[config.mk]
export PLATFORM = sky130hd
export DESIGN_NAME = reg_univ_flat
export DESIGN_NICKNAME = d
export VERILOG_FILES = /design/src/rtl/reg_univ_if.sv /design/src/rtl/reg_univ.sv /design/src/flat_wrapper.sv
export SDC_FILE = /design/constraint.sdc
export NUM_CORES = 1
export LEC_CHECK = 0
export ABC_CLOCK_PERIOD_IN_PS = 2090
export BUFFER_PORTS_ARGS = -buffer_cell sky130_fd_sc_hd__buf_2
export CELL_PAD_IN_SITES_DETAIL_PLACEMENT = 0
export CELL_PAD_IN_SITES_GLOBAL_PLACEMENT = 1
export CORE_MARGIN = 2
export CORE_UTILIZATION = 29
export DETAILED_ROUTE_END_ITERATION = 16
export PLACE_DENSITY = 0.69
export SYNTH_ARGS = -nofsm -noshare
export SYNTH_HDL_FRONTEND = slang
export SYNTH_SLANG_ARGS = --single-unit
[constraint.sdc]
create_clock -name eck -period 2.09 [get_ports eck]
set_clock_uncertainty 0.15 [all_clocks]
set_input_delay 0.418 -clock eck [delete_from_list [all_inputs] [get_ports eck]]
set_output_delay 0.418 -clock eck [all_outputs]
set_load 0.05 [all_outputs]
[src/rtl/reg_univ_if.sv]
// Bus bundle for reg_univ: operation controls, load/serial data and status outputs.
// Clock and reset stay plain ports on the register itself.
interface reg_univ_if #(
  parameter int WIDTH = 3
);
  logic             es;
  logic             eena;
  logic [2:0]       emode;
  logic [WIDTH-1:0] ed;
  logic             esil;
  logic             esir;
  logic [WIDTH-1:0] sq;
  logic             sso;
  logic             stc;
  logic             sovf;

  modport master (
    output es, eena, emode, ed, esil, esir,
    input  sq, sso, stc, sovf
  );

  modport slave (
    input  es, eena, emode, ed, esil, esir,
    output sq, sso, stc, sovf
  );
endinterface

[src/rtl/reg_univ.sv]
// Parametrised universal register: hold, load, shift, rotate and up/down count,
// with serial-out, combinational terminal count and a sticky wrap flag.
module reg_univ #(
  parameter int             WIDTH     = 3,
  parameter logic [WIDTH-1:0] RESET_VAL = {WIDTH{1'b0}},
  parameter logic [WIDTH-1:0] SET_VAL   = {WIDTH{1'b1}}
) (
  input  logic       eck,
  input  logic       er,
  reg_univ_if.slave  bus
);

  localparam logic [2:0] M_HOLD = 3'b000;
  localparam logic [2:0] M_LOAD = 3'b001;
  localparam logic [2:0] M_SHL  = 3'b010;
  localparam logic [2:0] M_SHR  = 3'b011;
  localparam logic [2:0] M_ROL  = 3'b100;
  localparam logic [2:0] M_ROR  = 3'b101;
  localparam logic [2:0] M_UP   = 3'b110;
  localparam logic [2:0] M_DN   = 3'b111;

  localparam logic [WIDTH-1:0] ONE_V  = {{(WIDTH-1){1'b0}}, 1'b1};
  localparam logic [WIDTH-1:0] ONES_V = {WIDTH{1'b1}};
  localparam logic [WIDTH-1:0] ZERO_V = {WIDTH{1'b0}};

  logic [WIDTH-1:0] q_r;
  logic             sso_r;
  logic             ovf_r;

  logic [WIDTH-1:0] q_nxt_s;
  logic             sso_nxt_s;
  logic             ovf_nxt_s;
  logic             ones_s;
  logic             zero_s;

  assign ones_s = (q_r == ONES_V);
  assign zero_s = (q_r == ZERO_V);

  // Next-state selection for set, enable gating and the eight modes.
  always_comb begin
    q_nxt_s   = q_r;
    sso_nxt_s = sso_r;
    ovf_nxt_s = ovf_r;
    if (bus.es) begin
      q_nxt_s   = SET_VAL;
      sso_nxt_s = 1'b0;
      ovf_nxt_s = 1'b0;
    end else if (!bus.eena) begin
      q_nxt_s   = q_r;
      sso_nxt_s = sso_r;
      ovf_nxt_s = ovf_r;
    end else begin
      case (bus.emode)
        M_HOLD: begin
          q_nxt_s = q_r;
        end
        M_LOAD: begin
          q_nxt_s   = bus.ed;
          ovf_nxt_s = 1'b0;
        end
        M_SHL: begin
          q_nxt_s   = {q_r[WIDTH-2:0], bus.esil};
          sso_nxt_s = q_r[WIDTH-1];
        end
        M_SHR: begin
          q_nxt_s   = {bus.esir, q_r[WIDTH-1:1]};
          sso_nxt_s = q_r[0];
        end
        M_ROL: begin
          q_nxt_s   = {q_r[WIDTH-2:0], q_r[WIDTH-1]};
          sso_nxt_s = q_r[WIDTH-1];
        end
        M_ROR: begin
          q_nxt_s   = {q_r[0], q_r[WIDTH-1:1]};
          sso_nxt_s = q_r[0];
        end
        M_UP: begin
          q_nxt_s   = q_r + ONE_V;
          ovf_nxt_s = ovf_r | ones_s;
        end
        M_DN: begin
          q_nxt_s   = q_r - ONE_V;
          ovf_nxt_s = ovf_r | zero_s;
        end
        default: begin
          q_nxt_s = q_r;
        end
      endcase
    end
  end

  // State register; er overrides everything else on the edge.
  always_ff @(posedge eck) begin
    if (er) begin
      q_r   <= RESET_VAL;
      sso_r <= 1'b0;
      ovf_r <= 1'b0;
    end else begin
      q_r   <= q_nxt_s;
      sso_r <= sso_nxt_s;
      ovf_r <= ovf_nxt_s;
    end
  end

  // stc is deliberately combinational so it can feed the eena of a cascaded stage.
  assign bus.stc  = bus.eena & (((bus.emode == M_UP) & ones_s) | ((bus.emode == M_DN) & zero_s));
  assign bus.sq   = q_r;
  assign bus.sso  = sso_r;
  assign bus.sovf = ovf_r;

endmodule

[src/flat_wrapper.sv]
// flat-port wrapper written by rule: the top's interface ports become plain ports
module reg_univ_flat 
#(
  parameter int             WIDTH     = 3,
  parameter logic [WIDTH-1:0] RESET_VAL = {WIDTH{1'b0}},
  parameter logic [WIDTH-1:0] SET_VAL   = {WIDTH{1'b1}}
)
  (eck, er, bus_es, bus_eena, bus_emode, bus_ed, bus_esil, bus_esir, bus_sq, bus_sso, bus_stc, bus_sovf);
  reg_univ_if #(.WIDTH(WIDTH)) bus_i ();
  input  logic eck;
  input  logic er;
  input wire logic [$bits(bus_i.es)-1:0] bus_es;
  input wire logic [$bits(bus_i.eena)-1:0] bus_eena;
  input wire logic [$bits(bus_i.emode)-1:0] bus_emode;
  input wire logic [$bits(bus_i.ed)-1:0] bus_ed;
  input wire logic [$bits(bus_i.esil)-1:0] bus_esil;
  input wire logic [$bits(bus_i.esir)-1:0] bus_esir;
  output wire logic [$bits(bus_i.sq)-1:0] bus_sq;
  output wire logic [$bits(bus_i.sso)-1:0] bus_sso;
  output wire logic [$bits(bus_i.stc)-1:0] bus_stc;
  output wire logic [$bits(bus_i.sovf)-1:0] bus_sovf;
  assign bus_i.es = bus_es;
  assign bus_i.eena = bus_eena;
  assign bus_i.emode = bus_emode;
  assign bus_i.ed = bus_ed;
  assign bus_i.esil = bus_esil;
  assign bus_i.esir = bus_esir;
  assign bus_sq = bus_i.sq;
  assign bus_sso = bus_i.sso;
  assign bus_stc = bus_i.stc;
  assign bus_sovf = bus_i.sovf;
  reg_univ #(.WIDTH(WIDTH), .RESET_VAL(RESET_VAL), .SET_VAL(SET_VAL)) u_core (.eck(eck), .er(er), .bus(bus_i));
endmodule
After elaboration in Yosys (flattened, before gate mapping)
Index checks and enable logic that the tools add are counted.
- flip-flop bits (word level): 5
- output and inout port bits: 6
- word-level logic and storage cells: 36
- $add $sub $neg: 2
- equal/unequal tests: 9
- bitwise logic cells: 6
- mux-type cells: 5
- reductions and logical operators: 11
- operators with widths (operator ; count):
    one-hot mux 3 bit (7 select lines) ; 1
    equality test 3 bit (second input constant) ; 5
    equality test 3 x 2 -> 1 bit (second input constant) ; 2
    logical NOT 3 bit ; 2
    2-to-1 mux 3 bit ; 2
    AND reduction 2 bit ; 3
    OR reduction 2 bit ; 3
    nonzero test 2 bit ; 2
    adder 3 x 1 -> 3 bit (second input constant) ; 1
    AND 1 bit ; 3
    equality test 3 x 1 -> 1 bit (second input constant) ; 1
    bitwise OR 1 bit ; 3
    one-hot mux 1 bit (3 select lines) ; 1
    nonzero test 3 bit ; 1
    subtractor 3 x 1 -> 3 bit (second input constant) ; 1
    inequality test 2 bit (second input constant) ; 1
    one-hot mux 1 bit (2 select lines) ; 1

Depth between registers and ports, before layout
Gate-level depths: netlist (run 1).
- depth in word-level cells: 4
- depth in mapped cells: 8
- mapped depth without buffers: 7

Least setup slack after synthesis (run 1)
No wires, ideal clock.
- path type: register to output
- start: register u_core.q_r[0] (netlist: u_core.bus.sq[0])
- end: output port bus_stc
- data arrival time: 1.634 ns
- cell stages (with the launch flop): 3
- slack: -0.112 ns
- cell sequence: dfxtp_1 -> or4b_1 -> a21oi_2
- word-level cells in the longest chain between the ends: 4
- RTL lines (item ; line ; text):
    start, declared ; reg_univ.sv:26 ; logic [WIDTH-1:0] q_r;
    start signal, assigned ; reg_univ.sv:99 ; q_r <= q_nxt_s;
    equality test 3 bit / logical NOT 3 bit (equally long branches) ; reg_univ.sv:36, reg_univ.sv:37 ;
    AND 1 bit ; reg_univ.sv:106 ; assign bus.stc = bus.eena & (((bus.emode == M_UP) & ones_s) | ((bus.emode == M_DN) & zero_s));
    bitwise OR 1 bit * ; reg_univ.sv:106 ;
    AND 1 bit * ; reg_univ.sv:106 ;
    end, declared ; flat_wrapper.sv:20 ; output wire logic [$bits(bus_i.stc)-1:0] bus_stc;
Every way passes the cells marked *; elsewhere a longest branch is shown, timed or not.

Worst setup path after layout (run 1)
- start: register u_core.q_r[1] (netlist: u_core.bus.sq[1])
- end: output port bus_stc
Same word-level chain as after synthesis.

==> results of run 1 <==
## metrics by stage
stage	TNS (ps)	power, W
floorplan	0	0.000196
global placement	0	0.000240
detailed placement	-14.9	0.000239
CTS	0	0.000357
global route	0	0.000377
finish	0	0.000353
## cell families after synthesis
family	Yosys count	synth area share (%)
and+or+nand+nor	30	38.8
AOI/OAI and AO/OA	11	17.6
buffers and inverters	5	5.42
DFF	5	21.7
muxes	3	10.0
xor gates and xnor gates	2	3.79
adders and majority gates	1	2.71
## area by class of cell
cell class	instances	area [µm²]
Clock buffer	4	26.3
Fill cell	177	862
Inverter	2	7.51
Multi-Input combinational cell	47	353
Sequential cell	5	101
Tap cell	16	20.0
Timing Repair Buffer	23	136
## cell usage after synthesis (3+ instances only)
master and n:
nand2_1 3, nor2_1 5, nand3_1 4, a21oi_1 3, nand2b_1 4, dfxtp_1 5
nor3_1 4
## what timing repair did
action | in CTS | in global routing
endpoints found under the setup margin | 1 | 1
resized for setup | 1 | 2
gates cloned | 0 | 0
hold endpoints to repair | 0 | 0
setup buffers | 0 | 0
## sequential cells by signal, summed over array words and instances (netlist names)
register / cells
u_core.bus.sq: 3
u_core.bus.sovf: 1
u_core.bus.sso: 1
## worst register-to-register path, delay by kind of cell (launching register included)
kind,cells,cell delay (ps)
and+or+nand+nor,2,500
DFF,1,400
AOI/OAI and AO/OA,2,380
adders and majority gates,1,200
xor gates and xnor gates,1,100
## cell usage in the layout, fill, tap and decap left out, types with 2 or more instances in the layout
cell,count
dfxtp_1,4
nand4b_1,2
buf_4,6
nor3_1,4
nor2b_1,2
nand2_1,3
mux2i_1,2
buf_2,16
a21oi_1,3
nand2b_1,4
inv_1,2
nand3_1,4
clkbuf_4,3
nor2_1,5
a221oi_1,2
## worst max-delay path by stage
stage	start	to	cells past startpoint
floorplan	bus_emode[2]	u_core.bus.sq[2]	8
global placement	bus_emode[0]	u_core.bus.sq[2]	8
detailed placement	bus_emode[0]	u_core.bus.sq[2]	8
CTS	u_core.bus.sq[1]	bus_stc	3
global route	u_core.bus.sq[1]	bus_stc	3
finish	u_core.bus.sq[1]	bus_stc	3
## layer usage
metal / vias to the layer above / routed length, µm / global-route usage (%)
met2: 12 / 608 / 23.5
met3: 0 / 47 / 3.75
met5: - / 0 / 0
met1: 236 / 557 / 18.3
li1: 267 / - / -
met4: 0 / 0 / 3.64
## power breakdown
group | total (W) | switching (W) | internal [W]
Sequential | 0.000109 | 0.00000680 | 0.000103
Combinational | 0.000130 | 0.0000760 | 0.0000539
Clock | 0.000114 | 0.0000414 | 0.0000723
==> impl_metrics.toml, run 1 <==
[logic_synthesis]
synth.distinct_cells = 29
ys_seq_elements = 5
synth_top_area_cell = "dfxtp_1"
synth_area_leaders = "dfxtp_1 (22%), mux4_1 (5.7%), nand2b_1 (5.4%)"
yosysSeqAreaShare_pct = 21.7
synth-edff-count = 0
synth_top_flop_cell = "dfxtp_1"
synthArstFlopShare_pct = 0
postSynthCellCount = 57
synthesis.area_um2 = 462
yosysWarnings = 0
synth.top_cell.area_share_pct = 21.7
synth.net_count = 70
syn_area_per_cell_um2 = 8.10

[worst_setup_path]
cp-end-kind = "primary output"
worstSetupPathType = "flip-flop to primary output"
crit_path_start_kind = "flip-flop"
cpLargestDelayFamily = "simple AND/OR/NAND/NOR gates"
slowest_stage = "or4b_4"
path_max_fanout = 8
worst-r2r-cell-count = 6
timing.rr.end = "u_core.bus.sq[2]"
r2r_slack_ps = 280
crit_chain = "or4b_4 > a21oi_4 > buf_6"
arrival_ps = 1430
crit_buf_inv = 1
cpPeakStageDelay_ps = 500
critPathRequiredTime_ps = 1520
r2r-start = "u_core.bus.sq[1]"

[routing]
routedWlPerCell_um = 12.5
postRouteAntennaNets = 0
drc = 0
drt_iter0_markers = 10
vias_per_cell = 5.31
dr_total_vias = 515
wl_um = 1210
drtPass1Iterations = 4

[floorplanning]
fp.dieW_um = 43.9
dieArea_um2 = 1930
core_um2 = 1510
initial_core_util_pct = 30.6
ios = 18
rows = 14
die_h_um = 43.9

[final_layout]
drive_gt1_share_pct = 38.3
final_nets = 95
fin_cells = 97
final_area_um2 = 644
fin_util_pct = 42.8
num_antenna_cells = 0
area_delta_synth_final_pct = 39.6

[worst_hold_path]
hold_depth = 2
min_path_type = "input pin to flip-flop"
hold_end = "u_core.bus.sso"
hp-start = "er"

[sta]
post-route-period-util_pct = 95.6
finalHoldViolations = 0
fmax_mhz = 501
hold_slack_ps = 269
setup_ws_ps = 92.1
period_needed_ps = 2000
worstMarginPinSlew_ps = 446
slew_violations = 0
rsz0062_at_grt = "false"
worst_slew_margin_rel_pct = 69.5
finalSetupViolCount = 0

[place]
finalWeightedCongestion = 0.769
placed_cell_area_um2 = 608
port_buffers = 17
dp_hpwl_um = 963
dp_worst_setup_slack_ps = -14.9
dp_cells = 93

[clock_network]
clk_pin_slew_worst_paths_ps = 40
clock-sinks = 5
root_buffer = "clkbuf_4"
cts_tree = "built"
h-tree-depth = 1
cts_made_buffers = 3
clockBufferDepth = 2
hold_buffers = 0
clk_latency_ps = 240

[pwr]
ir_drop_v = 0.000297
leakage_nw = 0.278
powerDensity_nw_per_um2 = 548

[global_route]
grt_remaining_overflow = 0
track_usage_pct = 14.3
grt_pass1_vias = 498
antenna_found_initial = 0
grt_max_degree = 12
grt_pass1_wl_um = 2060

[job]
max-cap-violations = 0

[outcome]
status = "complete, no violations"
Note: power is estimated with default switching activity, not from simulation.
==> run 2, diff against run 1 <==
--- a/config.mk
+++ b/config.mk
@@ -10,9 +10,11 @@
 export CELL_PAD_IN_SITES_DETAIL_PLACEMENT = 0
 export CELL_PAD_IN_SITES_GLOBAL_PLACEMENT = 1
 export CORE_MARGIN = 2
-export CORE_UTILIZATION = 29
+export CORE_UTILIZATION = 31
+export CTS_BUF_LIST = sky130_fd_sc_hd__clkbuf_2
+export CTS_CLUSTER_SIZE = 8
 export DETAILED_ROUTE_END_ITERATION = 16
-export PLACE_DENSITY = 0.69
+export PLACE_DENSITY = 0.74
 export SYNTH_ARGS = -nofsm -noshare
 export SYNTH_HDL_FRONTEND = slang
 export SYNTH_SLANG_ARGS = --single-unit
==> run 2 against run 1 <==
  * Final area fell by 1.7%
  * Critical path depth unchanged
  * Clock power shrank 18%
  * Critical endpoint unchanged
  * Via count is 0.39% lower
==> impl_metrics.toml, run 2 (synthesis gave the netlist of run 1 again) <==
[outcome]
status = "complete, no violations"

[worst_setup_path]
cp-end-kind = "primary output"
timing.rr.end = "u_core.bus.sq[2]"
crit_chain = "or4b_1 > a21oi_4 > buf_6"
cpPeakStageDelay_ps = 530
worst-r2r-cell-count = 6
critPathRequiredTime_ps = 1520
slowest_stage = "or4b_1"
r2r-start = "u_core.bus.sq[1]"
cp-startpoint = "u_core.bus.sq[1]"
arrival_ps = 1450
r2r_slack_ps = 240
crit_path_start_kind = "flip-flop"
worstSetupPathType = "flip-flop to primary output"
path_max_fanout = 8
endpoint = "bus_stc"

[sta]
post-route-period-util_pct = 96.5
finalSetupViolCount = 0
period_needed_ps = 2020
slew_violations = 0
setup_ws_ps = 73.9
rsz0062_at_grt = "false"
worst_slew_margin_rel_pct = 70.9
final.setup.tns_ps = 0
finalHoldViolations = 0
fmax_mhz = 496
worstMarginPinSlew_ps = 426

[place]
dp_cells = 92
port_buffers = 17
finalWeightedCongestion = 0.791
dp_hpwl_um = 893
dp_worst_setup_slack_ps = -12.2

[job]
max-cap-violations = 0

[floorplanning]
rows = 13
fp.dieW_um = 42.6
die_h_um = 42.6
initial_core_util_pct = 34.2
core_um2 = 1350
dieArea_um2 = 1810
ios = 18

[clock_network]
clk_latency_ps = 230
cts_tree = "built"
cts_setup_buffers = 0
clk_pin_slew_worst_paths_ps = 60
cts_made_buffers = 3
clock-sinks = 5
root_buffer = "clkbuf_2"
h-tree-depth = 1
clockBufferDepth = 2

[routing]
drtPass1Iterations = 4
wl_um = 1170
drc = 0
drt_iter0_markers = 8
postRouteAntennaNets = 0
vias_per_cell = 5.34
dr_total_vias = 513
routedWlPerCell_um = 12.2

[final_layout]
largest_reg_flops = 3
final_common_cell = "buf_2"
drive_gt1_share_pct = 38.3
num_antenna_cells = 0
fin_cells = 96
area_delta_synth_final_pct = 37.1
final_nets = 95
final_cell_mix = "buf_2 (16), buf_4 (6), nor2_1 (5)"

[global_route]
grt_pass1_vias = 470
track_usage_pct = 15.7
grt_max_degree = 12
grtUsageMet1_pct = 20.6
use_met3_pct = 6.90
grt_busiest_layer = "met2"
grtUsageMet2_pct = 22.8
grt_pass1_wl_um = 2100
grt_remaining_overflow = 0
antenna_found_initial = 0

[worst_hold_path]
min_path_type = "input pin to flip-flop"
hp-start = "er"

[pwr]
leakage_nw = 0.278
powerDensity_nw_per_um2 = 521
ir_drop_v = 0.000238
run 2: area by class of cell:
type                            count  area (µm²)
Clock buffer                        4        20.0
Fill cell                         147         717
Inverter                            2        7.51
Multi-Input combinational cell     47         349
Sequential cell                     5         101
Tap cell                           15        18.8
Timing Repair Buffer               23         136
run 2: through the flow:
stage / instance area [µm²] / total power, W / utilization (%) / hold slack, ps
after floorplan: 478 / 0.000196 / - / 339
after global placement: 607 / 0.000238 / 44.9 / 388
after detailed placement: 607 / 0.000239 / 44.9 / 393
after CTS: 629 / 0.000334 / 46.6 / 266
after global routing: 633 / 0.000355 / 46.9 / 289
final: 633 / 0.000330 / 46.9 / 279
run 2: what timing repair did:
item / CTS / global route
gates resized for setup: 1 / 1
hold buffers: 0 / 0
setup endpoints to repair: 1 / 1
cloned: 0 / 0
run 2: where the power goes:
part	internal [W]	switching (W)
combinational	0.0000528	0.0000754
clock	0.0000506	0.0000423
sequential	0.000102	0.00000632
total	0.000206	0.000124
run 2: worst min-delay path by stage:
stage	endpoint	slack, ps	cells past startpoint
3_3_place_gp	u_core.bus.sovf	390	2
6_report	u_core.bus.sovf	280	2
2_1_floorplan	u_core.bus.sovf	340	1
4_1_cts	u_core.bus.sq[1]	270	2
3_5_place_dp	u_core.bus.sovf	390	2
5_1_grt	u_core.bus.sq[1]	290	2
run 2: critical path, delay by kind of cell (launching register included):
family / cells / cell delay (ps)
AOI/OAI and AO/OA: 1 / 160
buffers and inverters: 1 / 170
and+or+nand+nor: 1 / 530
DFF: 1 / 370
run 2: routing by layer:
layer,vias up,routed length (µm)
met5,-,0
met4,0,9
met3,2,93
met2,18,517
met1,228,546
li1,265,-
